### src/rtl/rx_libnet_mc_pkg.sv
// Shared libnet definitions: receive state encoding, default header field offsets,
// and the channel-id width helper used by the rx and tx libnet blocks.
package rx_libnet_mc_pkg;

    typedef enum logic [1:0] {
        HDR  = 2'd0,
        STRM = 2'd1,
        DROP = 2'd2
    } libnet_state_t;

    localparam int LIBNET_SEQ_LSB = 344;
    localparam int LIBNET_ACK_BIT = 376;
    localparam int LIBNET_SYN_BIT = 377;
    localparam int LIBNET_CH_LSB  = 378;
    localparam int LIBNET_CH_FW   = 4;

    localparam logic [31:0] DROP_CNT_MAX = 32'hFFFF_FFFF;

    function automatic int chWidth(input int numCh);
        return (numCh > 1) ? $clog2(numCh) : 1;
    endfunction

endpackage

### src/rtl/rx_libnet_mc_axis_pipe.sv
// One-deep registered AXI-Stream stage; the upstream only loads when the slot is
// empty or draining this cycle, so a held beat never changes under back-pressure.
module rx_libnet_mc_axis_pipe #(
    parameter int DATA_W = 512,
    parameter int USER_W = 64,
    parameter int DEST_W = 2
) (
    input  logic                  clk,
    input  logic                  reset,
    input  logic                  i_load,
    input  logic [DATA_W-1:0]     i_tdata,
    input  logic [DATA_W/8-1:0]   i_tkeep,
    input  logic [USER_W-1:0]     i_tuser,
    input  logic [DEST_W-1:0]     i_tdest,
    input  logic                  i_tlast,
    input  logic                  i_tready,
    output logic                  o_tvalid,
    output logic [DATA_W-1:0]     o_tdata,
    output logic [DATA_W/8-1:0]   o_tkeep,
    output logic [USER_W-1:0]     o_tuser,
    output logic [DEST_W-1:0]     o_tdest,
    output logic                  o_tlast
);

    logic                r_valid;
    logic [DATA_W-1:0]   r_data;
    logic [DATA_W/8-1:0] r_keep;
    logic [USER_W-1:0]   r_user;
    logic [DEST_W-1:0]   r_dest;
    logic                r_last;

    always_ff @(posedge clk) begin
        if (reset) begin
            r_valid <= 1'b0;
            r_data  <= '0;
            r_keep  <= '0;
            r_user  <= '0;
            r_dest  <= '0;
            r_last  <= 1'b0;
        end else if (i_load) begin
            r_valid <= 1'b1;
            r_data  <= i_tdata;
            r_keep  <= i_tkeep;
            r_user  <= i_tuser;
            r_dest  <= i_tdest;
            r_last  <= i_tlast;
        end else if (r_valid && i_tready) begin
            r_valid <= 1'b0;
        end
    end

    assign o_tvalid = r_valid;
    assign o_tdata  = r_data;
    assign o_tkeep  = r_keep;
    assign o_tuser  = r_user;
    assign o_tdest  = r_dest;
    assign o_tlast  = r_last;

endmodule

### src/rtl/rx_libnet_mc.sv
// Multi-channel receive libnet: parses the header beat, tracks a per-channel expected
// sequence number, streams in-order payload with tdest=channel and acks every accepted header.
module rx_libnet_mc
    import rx_libnet_mc_pkg::*;
#(
    parameter int DATA_W  = 512,
    parameter int USER_W  = 64,
    parameter int NUM_CH  = 4,
    parameter int SEQ_W   = 32,
    parameter int SEQ_LSB = LIBNET_SEQ_LSB,
    parameter int ACK_BIT = LIBNET_ACK_BIT,
    parameter int SYN_BIT = LIBNET_SYN_BIT,
    parameter int CH_LSB  = LIBNET_CH_LSB,
    localparam int CH_W   = chWidth(NUM_CH)
) (
    input  logic                  clk,
    input  logic                  reset,
    input  logic [DATA_W-1:0]     rx_tdata,
    input  logic [DATA_W/8-1:0]   rx_tkeep,
    input  logic [USER_W-1:0]     rx_tuser,
    input  logic                  rx_tlast,
    input  logic                  rx_tvalid,
    output logic                  rx_tready,
    output logic [DATA_W-1:0]     tx_tdata,
    output logic [DATA_W/8-1:0]   tx_tkeep,
    output logic [USER_W-1:0]     tx_tuser,
    output logic [CH_W-1:0]       tx_tdest,
    output logic                  tx_tlast,
    output logic                  tx_tvalid,
    input  logic                  tx_tready,
    output logic [SEQ_W-1:0]      ack_seq,
    output logic [CH_W-1:0]       ack_chan,
    output logic                  ack_valid,
    input  logic                  ack_ready,
    output logic [31:0]           drop_cnt
);

    // A layout whose fields overrun the beat or alias the flags never yields a valid channel.
    localparam bit LAYOUT_OK = (SEQ_LSB + SEQ_W <= DATA_W) && (CH_LSB + LIBNET_CH_FW <= DATA_W)
                            && (SYN_BIT < DATA_W) && (ACK_BIT < DATA_W) && (ACK_BIT != SYN_BIT);

    libnet_state_t       r_state;
    logic [SEQ_W-1:0]    r_seqExp [NUM_CH];
    logic                r_ackValid;
    logic [SEQ_W-1:0]    r_ackSeq;
    logic [CH_W-1:0]     r_ackChan;
    logic [CH_W-1:0]     r_curCh;
    logic [31:0]         r_dropCnt;

    logic                    w_rxReady;
    logic                    w_rxFire;
    logic                    w_hdrFire;
    logic [LIBNET_CH_FW-1:0] w_hdrCh;
    logic [CH_W-1:0]         w_chIdx;
    logic [SEQ_W-1:0]        w_hdrSeq;
    logic [SEQ_W-1:0]        w_expSeq;
    logic                    w_hdrSyn;
    logic                    w_chOk;
    logic                    w_seqMatch;
    logic                    w_hdrDrop;
    logic                    w_hdrAck;
    logic [SEQ_W-1:0]        w_ackSeqNext;
    logic                    w_txValid;

    always_comb begin
        w_rxReady = 1'b1;
        unique case (r_state)
            HDR:     w_rxReady = !(r_ackValid && !ack_ready);
            STRM:    w_rxReady = !w_txValid || tx_tready;
            DROP:    w_rxReady = 1'b1;
            default: w_rxReady = 1'b1;
        endcase
    end

    assign w_rxFire   = rx_tvalid && w_rxReady;
    assign w_hdrFire  = w_rxFire && (r_state == HDR);
    assign w_hdrCh    = rx_tdata[CH_LSB +: LIBNET_CH_FW];
    assign w_chIdx    = w_hdrCh[CH_W-1:0];
    assign w_hdrSeq   = rx_tdata[SEQ_LSB +: SEQ_W];
    assign w_hdrSyn   = rx_tdata[SYN_BIT];
    assign w_chOk     = LAYOUT_OK && ({1'b0, w_hdrCh} < 5'(NUM_CH));
    assign w_expSeq   = r_seqExp[w_chIdx];
    assign w_seqMatch = (w_hdrSeq == w_expSeq);

    always_comb begin
        w_hdrDrop    = 1'b0;
        w_hdrAck     = 1'b0;
        w_ackSeqNext = w_expSeq;
        if (!w_chOk) begin
            w_hdrDrop = 1'b1;
        end else if (w_hdrSyn) begin
            w_hdrAck     = 1'b1;
            w_ackSeqNext = w_hdrSeq;
        end else if (w_seqMatch) begin
            w_hdrAck     = 1'b1;
            w_ackSeqNext = w_hdrSeq + 1'b1;
        end else begin
            w_hdrDrop = 1'b1;
            w_hdrAck  = 1'b1;
        end
    end

    // A new ack set in the same cycle the old one drains wins over the clear.
    always_ff @(posedge clk) begin
        if (reset) begin
            r_state    <= HDR;
            r_ackValid <= 1'b0;
            r_ackSeq   <= '0;
            r_ackChan  <= '0;
            r_curCh    <= '0;
            r_dropCnt  <= '0;
            for (int c = 0; c < NUM_CH; c++) begin
                r_seqExp[c] <= '0;
            end
        end else begin
            if (r_ackValid && ack_ready) begin
                r_ackValid <= 1'b0;
            end
            if (w_hdrFire) begin
                if (w_hdrDrop && (r_dropCnt != DROP_CNT_MAX)) begin
                    r_dropCnt <= r_dropCnt + 32'd1;
                end
                if (w_hdrAck) begin
                    r_ackValid <= 1'b1;
                    r_ackChan  <= w_chIdx;
                    r_ackSeq   <= w_ackSeqNext;
                end
                if (w_chOk && (w_hdrSyn || w_seqMatch)) begin
                    r_seqExp[w_chIdx] <= w_ackSeqNext;
                end
                if (!rx_tlast) begin
                    if (w_chOk && !w_hdrSyn && w_seqMatch) begin
                        r_state <= STRM;
                        r_curCh <= w_chIdx;
                    end else begin
                        r_state <= DROP;
                    end
                end
            end else if (w_rxFire && rx_tlast) begin
                r_state <= HDR;
            end
        end
    end

    rx_libnet_mc_axis_pipe #(
        .DATA_W (DATA_W),
        .USER_W (USER_W),
        .DEST_W (CH_W)
    ) u_txPipe (
        .clk      (clk),
        .reset    (reset),
        .i_load   (w_rxFire && (r_state == STRM)),
        .i_tdata  (rx_tdata),
        .i_tkeep  (rx_tkeep),
        .i_tuser  (rx_tuser),
        .i_tdest  (r_curCh),
        .i_tlast  (rx_tlast),
        .i_tready (tx_tready),
        .o_tvalid (w_txValid),
        .o_tdata  (tx_tdata),
        .o_tkeep  (tx_tkeep),
        .o_tuser  (tx_tuser),
        .o_tdest  (tx_tdest),
        .o_tlast  (tx_tlast)
    );

    assign rx_tready = w_rxReady;
    assign tx_tvalid = w_txValid;
    assign ack_valid = r_ackValid;
    assign ack_seq   = r_ackSeq;
    assign ack_chan  = r_ackChan;
    assign drop_cnt  = r_dropCnt;

endmodule
### config.mk
export PLATFORM = sky130hd
export DESIGN_NAME = rx_libnet_mc
export DESIGN_NICKNAME = d
export VERILOG_FILES = /design/src/rtl/rx_libnet_mc_pkg.sv /design/src/rtl/rx_libnet_mc_axis_pipe.sv /design/src/rtl/rx_libnet_mc.sv
export SDC_FILE = /design/constraint.sdc
export NUM_CORES = 2
export LEC_CHECK = 0
export BUFFER_PORTS_ARGS = -buffer_cell sky130_fd_sc_hd__buf_2
export CORE_AREA = 2 2 521 523
export DETAILED_ROUTE_END_ITERATION = 12
export DIE_AREA = 0 0 523 525
export GPL_ROUTABILITY_DRIVEN = 1
export GPL_TIMING_DRIVEN = 0
export PLACE_DENSITY = 0.4
export SLEW_MARGIN = 10
export SYNTH_ARGS = -nofsm -noshare
export SYNTH_HDL_FRONTEND = slang
export SYNTH_SLANG_ARGS = --single-unit
### constraint.sdc
create_clock -name clk -period 5.77 [get_ports clk]
set_input_delay 0.2885 -clock clk [delete_from_list [all_inputs] [get_ports clk]]
set_output_delay 0.2885 -clock clk [all_outputs]
set_load 0.01 [all_outputs]
==> reports/results.txt <==
Status -> complete, no violations
Crit path required time -> 6200 ps
Final setup skew -> 78.0 ps
Synth Flop Type -> dfxtp_1
Rel. slew slack -> 0.195
Psw -> 3.67 mW
Core ar. -> 269000 um2
CP most frequent cell -> clkbuf_1
Post_cts resized -> 0
Fin crit period -> 5450 ps
Wire length per cell -> 26.5 um
Drt first pass iters -> 5
Final WS setup -> 317 ps
Cell Chain, Critical Path -> clkbuf_1 > clkbuf_1 > mux4_2 > xnor2_1 > nand4_1 > nor4_4 > a21oi_2 > nor2_2 > nand3b_2 > nand2b_2 > buf_16
Net Sw Frac -> 0.260
CP Max Fanout -> 17
DRT antenna net count -> 0
Setup violators final -> 0
Clock Latency Late Sink -> 750 ps
YS warnings -> 0
CTS buffer count -> 105
Unrepaired setup endpoints after global routing -> false
Worst min path class -> in2reg
CP max-delay cell -> clkbuf_1
Leading cell type in the layout, fill and taps excluded -> buf_2
Leading area contributor after synthesis -> dfxtp_1
Cell count after synthesis -> 3831
Max Cap Viol -> 0
Root buffer cell -> clkbuf_16
Fmax -> 183 MHz
Share of layout cells above drive strength 1 -> 0.267
Number of clock sinks -> 843
Seq/Total Area, Yosys -> 0.561
Slew @ Worst Pin -> 1210 ps
DP Wirelength -> 214000 um
Syn_nets -> 4479
Largest net degree at the start of global routing -> 25
Die Width -> 523 um
Post-CTS Setup Repair Bufs -> 0
Final-layout fill cell count -> 30.4k
Clock Path Buffers -> 3
Initial drt markers -> 2938
Via count -> 37.8k
CTS H-tree depth -> 3
Final GP Congestion -> 1.05
Hold WS -> 84.8 ps
Cts hold-fix bufs -> 632
Critical Path AT -> 5890 ps
Comb pwr share -> 0.090
Sequential power share -> 0.428
VDD IR-drop max -> 0.000221 V
Clock share of power -> 0.483
Die ar. -> 275000 um2
Final Cell Area -> 53700 um2
CTS tree -> yes
Top-Level Pins -> 1358
First-pass GRT wire length -> 332000 um
FP Rows -> 191
Grt ovf -> 0
Tot GR Track Use -> 0.176
Mapped Area -> 32400 um2
Lkg Pwr -> 21.3 nW
Drc violations -> 0
Hold Fails Final Rpt -> 0
CP Launch Type -> primary input
Routed WL -> 254000 um
Post-synth ARST share -> 0
Clk pin slew, worst setup/hold paths -> 60 ps
Crit Path Category -> in2reg
Top cell type's share of synthesized area -> 0.442
EDFF count, synth -> 128
Starting Density -> 0.120
Initial antenna violation count -> 53
Max-slew violations -> 0
Final net count -> 6568
Pint -> 10.4 mW
Seq cells post-synth -> 843
Commonest non-fill, non-tap cells in the layout -> buf_2, nand2_1, dfxtp_1
Avg Inst Size Synth -> 8.45 um2
DP Worst Slack -> -367 ps
Main area contributors after synthesis -> dfxtp_1, nand2_1, edfxtp_1, a21oi_1, clkbuf_1
Vias in the first global route -> 36.9k
CP peak stage delay -> 780 ps
Area grow syn2layout -> 65.9%
DP Area -> 43800 um2
Die Height -> 525 um
Synth cell types -> 75
Drt via density -> 3.93
Critical Path Sink Type -> flop
Power density over the cells -> 262 nW/um2
Period utilisation layout -> 0.945
I/O Buffers -> 1338
[power groups by stage]
stage | logic (mW) | registers [mW] | clock network [mW]
after global placement | 0.854 | 6.15 | 0
after detailed placement | 0.868 | 6.15 | 0
after CTS | 1.26 | 6.02 | 6.97
final | 1.26 | 6.02 | 6.80
after global routing | 1.33 | 6.02 | 7.18
after floorplan | 0.296 | 6.15 | 0
[flip-flops by register name, indices dropped and copies added, names as in the netlist, 2 cells and up]
name,count
ack_chan,2
drop_cnt,32
u_txPipe.o_tdata,512
r_seqExp,128
r_state,2
r_curCh,2
u_txPipe.o_tkeep,64
u_txPipe.o_tdest,2
u_txPipe.o_tuser,64
ack_seq,32
[worst max-delay path: cells and delay by family]
family | cells | cell delay (ps)
muxes | 1 | 470
AOI/OAI and AO/OA | 1 | 350
and+or+nand+nor | 5 | 2540
buffers and inverters | 3 | 1700
xor gates and xnor gates | 1 | 480
[worst paths after layout]
kind,from,end,slack (ps),cells past startpoint
max,rx_tdata[379],r_seqExp[1][1],320,11
min,rx_tdata[366],u_txPipe.o_tdata[366],80,3
max reg2reg,r_seqExp[2][16],r_seqExp[1][1],730,9
min reg2reg,u_txPipe.o_tdata[21],u_txPipe.o_tdata[21],450,2
[layout make-up]
class / count / area [um2] / share of cell area
plain buffers: 300 / 1170 / 0.0219
clock buffers: 146 / 2960 / 0.0551
multi-input cells: 2666 / 13000 / 0.242
well taps: 3570 / 4470 / 0.0832
diodes: 31 / 77.6 / 0.00144
repair buffers: 1982 / 13300 / 0.247
flip-flops and latches: 843 / 18200 / 0.338
clock inverters: 49 / 533 / 0.00992
inverters: 22 / 82.6 / 0.00154
[metrics by stage]
| stage | cells | power (mW) | utilization | TNS, ps |
|---|---|---|---|---|
| after floorplan | 3831 | 6.45 | - | 0 |
| after global placement | 8739 | 7.01 | 0.162 | -230720 |
| after detailed placement | 8751 | 7.02 | 0.163 | -17160 |
| after CTS | 9578 | 14.3 | 0.199 | 0 |
| after global routing | 9598 | 14.5 | 0.199 | 0 |
| final | 9609 | 14.1 | 0.199 | 0 |
[cells by family after synthesis]
logic type	synth area share
flops	0.561
mux	0.0293
simple gates	0.216
xor+xnor	0.0108
compound gates	0.144
buf+inv	0.0385
fa+ha+maj	0.000773
[metal layers]
layer,global-route usage,vias up,part of all wire
li1,-,17101,-
met1,0.218,18524,0.41
met2,0.286,1850,0.45
met3,0.0524,279,0.090
met4,0.0668,4,0.041
met5,0,-,0.00011
[cells in the mapped netlist (3+ instances only)]
cell,count
a2bb2oi_1,3
xnor2_1,35
o32ai_1,11
a21o_1,3
nand4_1,30
nand2_1,1346
or3_1,26
o211ai_1,5
a22oi_1,5
a41oi_1,6
and2_1,28
and3_1,10
xor2_1,5
nor4_1,13
nor2_1,148
edfxtp_1,128
o21a_1,5
a211oi_1,9
o21ai_0,42
nand3_1,39
mux2i_1,7
buf_1,13
nor2b_1,11
a41o_1,3
a22o_1,3
nor4_4,3
inv_1,22
nor3_1,17
clkbuf_1,271
a31oi_1,10
o21ai_1,3
nand2b_1,8
dfxtp_1,715
o22ai_1,11
o31ai_1,7
mux2_2,13
and4_1,5
mux4_2,32
a21oi_1,706
or4_1,10
buf_2,12
Note: power is estimated with default switching activity, not from simulation.
